### src/rtl/hex_digit_sequencer.sv
// Serialises a captured N-digit hex value into 4-bit nibbles, MSB digit first, one per valid/ready handshake.
// Optional leading-zero blanking: define HEX_SEQ_LEADING_ZERO_BLANK_EN.
module hex_digit_sequencer #(
  parameter int unsigned N_DIGITS = 4,
  parameter int unsigned IDX_W    = 2
) (
  input  logic                    i_clk,
  input  logic                    i_rst,
  input  logic                    i_start,
  input  logic [4*N_DIGITS-1:0]   i_data,
  output logic                    o_busy,
  output logic                    o_valid,
  input  logic                    i_ready,
  output logic [3:0]              o_hex,
  output logic [IDX_W-1:0]        o_digit_idx,
  output logic                    o_last,
  output logic                    o_blank,
  output logic                    o_done
);

  localparam int unsigned W = 4 * N_DIGITS;

  typedef enum logic [1:0] {
    IDLE,
    SEND,
    DONE
  } state_t;

  state_t           state_q, state_d;
  logic [W-1:0]     shreg_q, shreg_d;
  logic [IDX_W-1:0] idx_q, idx_d;
  logic             is_last;

  assign is_last = (idx_q == IDX_W'(N_DIGITS - 1));

`ifdef HEX_SEQ_LEADING_ZERO_BLANK_EN
  logic nz_q, nz_d;
`endif

  always_ff @(posedge i_clk or posedge i_rst) begin
    if (i_rst) begin
      state_q <= IDLE;
      shreg_q <= '0;
      idx_q   <= '0;
`ifdef HEX_SEQ_LEADING_ZERO_BLANK_EN
      nz_q    <= 1'b0;
`endif
    end else begin
      state_q <= state_d;
      shreg_q <= shreg_d;
      idx_q   <= idx_d;
`ifdef HEX_SEQ_LEADING_ZERO_BLANK_EN
      nz_q    <= nz_d;
`endif
    end
  end

  always_comb begin
    state_d = state_q;
    shreg_d = shreg_q;
    idx_d   = idx_q;
`ifdef HEX_SEQ_LEADING_ZERO_BLANK_EN
    nz_d    = nz_q;
`endif
    case (state_q)
      IDLE: begin
        if (i_start) begin
          shreg_d = i_data;
          idx_d   = '0;
          state_d = SEND;
`ifdef HEX_SEQ_LEADING_ZERO_BLANK_EN
          nz_d    = 1'b0;
`endif
        end
      end
      SEND: begin
        if (i_ready) begin
`ifdef HEX_SEQ_LEADING_ZERO_BLANK_EN
          if (shreg_q[W-1 -: 4] != 4'h0) nz_d = 1'b1;
`endif
          // The last digit never shifts, so the index cannot wrap (matters for N_DIGITS=1).
          if (is_last) begin
            state_d = DONE;
          end else begin
            shreg_d = shreg_q << 4;
            idx_d   = idx_q + IDX_W'(1);
          end
        end
      end
      DONE: begin
        state_d = IDLE;
        shreg_d = '0;
        idx_d   = '0;
      end
      default: begin
        state_d = IDLE;
        shreg_d = '0;
        idx_d   = '0;
      end
    endcase
  end

  assign o_valid     = (state_q == SEND);
  assign o_busy      = (state_q != IDLE);
  assign o_done      = (state_q == DONE);
  assign o_hex       = shreg_q[W-1 -: 4];
  assign o_digit_idx = idx_q;
  assign o_last      = o_valid && is_last;

`ifdef HEX_SEQ_LEADING_ZERO_BLANK_EN
  assign o_blank = o_valid && (o_hex == 4'h0) && !nz_q && !is_last;
`else
  assign o_blank = 1'b0;
`endif

endmodule
### config.mk
export PLATFORM = sky130hd
export DESIGN_NAME = hex_digit_sequencer
export DESIGN_NICKNAME = d
export VERILOG_FILES = /design/src/rtl/hex_digit_sequencer.sv
export SDC_FILE = /design/constraint.sdc
export NUM_CORES = 1
export LEC_CHECK = 0
export ABC_AREA = 1
export CAP_MARGIN = 25
export CORE_MARGIN = 4
export CORE_UTILIZATION = 47
export DETAILED_ROUTE_END_ITERATION = 10
export PLACE_DENSITY = 0.88
export SLEW_MARGIN = 5
export SYNTH_ARGS = -nofsm -noshare
export SYNTH_HDL_FRONTEND = slang
export SYNTH_SLANG_ARGS = --single-unit
### constraint.sdc
create_clock -name i_clk -period 1.6 [get_ports i_clk]
set_input_delay 0.32 -clock i_clk [delete_from_list [all_inputs] [get_ports i_clk]]
set_output_delay 0.32 -clock i_clk [all_outputs]
set_load 0.005 [all_outputs]
* Word-level counts from Yosys, hierarchy flattened
Cells that the tools add are included.
** Operators by class
- Muxes and demuxes :: 12
- $add $sub $neg :: 1
- Reduce and logical (&&, ||, !) cells :: 5
- Equality and inequality tests :: 7
** Operators by type and width (count)
- 16-bit 2-to-1 mux :: 3
- 16-bit case mux with 2 select lines :: 1
- 2-bit 2-to-1 mux :: 6
- 2-bit case mux with 2 select lines :: 2
- 3-bit AND reduction :: 2
- 2-bit equality test (second input constant) :: 2
- 2-bit by 1-bit inequality test with 1-bit output (second input constant) :: 2
- 2-bit inequality test (second input constant) :: 2
- 2-bit by 1-bit adder with 2-bit output (second input constant) :: 1
- 2-bit by 1-bit equality test with 1-bit output (second input constant) :: 1
- 2-bit logical NOT :: 1
- 2-bit nonzero test :: 1
- 1-bit logical AND :: 1
** Word-level totals
- Logic and storage cells :: 28
- Input bits :: 20
- Flip-flop bits (word level) :: 20

* Logic depth before layout (Yosys ltp)
- Depth after elaboration :: 4
- Mapped depth :: 7
- Depth with buffers taken out :: 6

* Worst setup path after synthesis
OpenSTA, ideal clock, no wires.
- Path type :: register to register
- Start point :: register idx_q[0], in the netlist o_digit_idx[0]
- End point :: register idx_q[0], in the netlist o_digit_idx[0]
- Required time :: 1.483 ns
- Clock period less this slack :: 1.254 ns
- Cell stages (with the launch flop) :: 7
- Data arrival time :: 1.137 ns
- Setup time :: 0.117 ns
- Slack :: 0.346 ns
- Cell sequence :: dfrtp_1 -> ha_1 -> nand3_1 -> nand3_4 -> buf_6 -> nand2_1 -> nand2_1
** Between the ends
- Longest elaborated chain between the ends :: 4
- Elaborated cells on any way between the ends :: 7
** Ends and longest elaborated chain
- from (decl) :: line 31 : logic [IDX_W-1:0] idx_q, idx_d;
- from (signal assigned) :: line 51 : idx_q <= idx_d;
- 2-bit by 1-bit adder with 2-bit output :: line 86 : idx_d = idx_q + IDX_W'(1);
- 2-bit 2-to-1 mux :: line 82 : if (is_last) begin
- 2-bit 2-to-1 mux :: line 77 : if (i_ready) begin
- 2-bit case mux with 2 select lines :: line 65 : case (state_q)
Several ways; a longest one is shown, not always the timed one. The select of a mux whose other input is x is not followed.
A chain may end at the register's enable or synchronous reset.

* Final worst setup path
- Start point :: register idx_q[0], in the netlist o_digit_idx[0]
- End point :: register state_q[1]
** Between the ends
- Longest elaborated chain between the ends :: 3
** Ends and longest elaborated chain
- 2-bit equality test :: line 34 : assign is_last = (idx_q == IDX_W'(N_DIGITS - 1));
- 2-bit by 1-bit inequality test with 1-bit output (no source line)
- 3-bit AND reduction (no source line)
- to (signal assigned) :: line 49 : state_q <= state_d;
- to (decl) :: line 29 : state_t state_q, state_d;
Every way passes these cells.

==> metrics.txt <==
status finished clean; worst reg-to-reg setup slack 10 ps; global-route wire length before repair 5.13 mm; placed cell area 0.00144 mm^2; Final Hold Fails 0; Post-layout nets 214; fin crit share 0.992; Total Wirelength 3.12 mm; vias in the first global route 1153; Core ar. 0.00221 mm^2; slowest stage delay, CP 430 ps; antenna violations before repair 0; Ports 31; global-route usage over all layers 0.205; First-pass DRT Iterations 4; max-cap violations 0; Max Fanout on Critical Path 2; Port Buffers 29; post-synthesis sequential area ratio 0.454; worst min-delay path category in2async; RSZ-0062 raised after global routing yes; Startpoint Class register; Worst VDD drop 0.00114 V; via count 1157; dpl hpwl 1.96 mm; share of post-route cells with drive strength above 1 0.214; switching share of total power 0.400; crit-path most repeated cell buf_6; Yosys Warn Count 0; H-tree levels 1; clock sink count 20; logic gate share of total power 0.554; Worst-Skew Late Latency 300 ps; Mapped Cells 148; initial core utilization 0.498; Row Count 17; crit path kind reg2reg; Avg WL per Cell 14.2 um; Tot Pwr 2.49 mW; Clock Tree Buf Depth 2; Reg clk slew, reported paths 120 ps; width of the chip 56.4 um; diode count 0; Final setup viols 0; Placer Congestion 0.741; Pwr Density 1560 mW/mm^2; Die Span Y 56.4 um; initial drt markers 53; pin count of the biggest net entering global routing 21; Critical Path RT 1810 ps; hold_ws 330 ps; Final Core Density 0.723; sequential group share of total power 0.324; delay-heaviest family, CP buffers and inverters; Worst Path Buf+Inv 8; Worst path slowest cell dfrtp_1; die footprint 0.00318 mm^2; fillers 184; Syn Nets 169; Synth cell types 18; Avg Cell Area, Syn 7.45 um^2; final routed DRC violation total 0; vias per cell 5.26; post-synthesis register bit count 20; CTS tree yes; Final Max Slew Viols 0; Crit. End Element register; Worst EP arrival 1800 ps; final clock skew 2.36 ps; Sw Pwr 0.997 mW; Int Power 1.49 mW; CTS Root Cell clkbuf_4; Area growth syn-to-layout 45.1%; P_leak 0.868 nW; commonest non-fill, non-tap cell in the layout nand2_1; GRT Residual Overflow 0; setup TNS 0 ps; reg2reg end state_q[1]; Fmax 0.630 GHz; Clk pwr share 0.121; CTS Buf Count 3; fin crit period 1590 ps; worst-path cell chain ha_2 -> nand3_2 -> inv_2 -> buf_6 -> buf_6 -> buf_6 -> buf_6 -> buf_6 -> buf_6 -> nand3_2 -> inv_1; Cell Area, Synth 0.00110 mm^2; Final ANT Viol Nets 0; r2r startpoint o_digit_idx[0]; most frequent cells in the layout 65 x nand2_1, 26 x nand3_1, 24 x clkdlybuf4s50_1; fin area 0.00160 mm^2; worst reg2reg path depth 11
final cells by class:
type,instances,area (um^2),area share
well taps,28,35.0,0.0219
clock buffers,4,36.3,0.0227
multi-input cells,106,492,0.308
flip-flops and latches,20,503,0.315
inverters,10,40.0,0.0250
repair buffers,52,493,0.308
cell families after synthesis:
kind of cell / share of synthesized area
AO/OA/AOI/OAI: 0.0170
adder cells (fa/ha/maj): 0.0113
buffers and inverters: 0.113
flip-flops: 0.454
other: 0.00340
AND/OR/NAND/NOR: 0.401
stage by stage:
stage	worst slack, ps	std cells
floorplan	346	148
global placement	84.3	204
detailed placement	27.7	204
CTS	-27.1	218
global route	-35.0	220
finish	12.6	220
power by group through the flow:
| stage | Sequential (mW) | Clock [mW] | Combinational, mW |
|---|---|---|---|
| floorplan | 0.785 | 0 | 0.813 |
| global placement | 0.811 | 0 | 1.16 |
| detailed placement | 0.823 | 0 | 1.21 |
| CTS | 0.806 | 0.302 | 1.33 |
| global route | 0.824 | 0.327 | 1.53 |
| finish | 0.808 | 0.303 | 1.38 |
cell usage after synthesis:
library cell	number	area, um^2
nand2_1	65	244
nand3_1	28	140
dfrtp_1	20	500
inv_1	9	33.8
buf_4	6	45.0
buf_2	4	20.0
nor2_1	3	11.3
buf_6	2	22.5
o21ai_0	2	10.0
conb_1	1	3.75
ha_1	1	12.5
inv_2	1	3.75
nand2_2	1	6.26
nand3_4	1	17.5
nand4_1	1	6.26
nor2_4	1	11.3
nor3_1	1	5.00
o21ai_2	1	8.76
worst max-delay path by stage:
| stage | slack [ps] | from | cells after the start | end |
|---|---|---|---|---|
| after floorplan | 350 | o_digit_idx[0] | 6 | o_digit_idx[0] |
| after global placement | 80 | state_q[0] | 3 | o_valid |
| after detailed placement | 30 | o_digit_idx[0] | 4 | o_last |
| after CTS | -30 | o_digit_idx[0] | 12 | state_q[1] |
| after global routing | -30 | o_digit_idx[0] | 11 | state_q[1] |
| final | 10 | o_digit_idx[0] | 11 | state_q[1] |
repair_timing:
action	4_1_cts	5_1_grt
pin swaps	2	3
resized for setup	19	6
gates cloned	0	0
setup buffers	10	3
hold buffers	0	0
setup endpoints to repair	5	4
worst min-delay path, stage by stage:
cell             delay [ps]
clkdlybuf4s50_1         400
inv_1                    50
buf_4                   260
per-layer routing:
layer / wire (um) / part of all wire / global-route usage
met5: 0 / 0 / 0
met4: 117 / 0.038 / 0.115
met3: 213 / 0.068 / 0.0483
met2: 1530 / 0.49 / 0.353
met1: 1260 / 0.40 / 0.230
flip-flops by register name, summed over array words and instances, names as in the netlist:
signal,flops
state_q,2
o_digit_idx,2
shreg_q,16
Note: power is estimated with default switching activity, not from simulation.
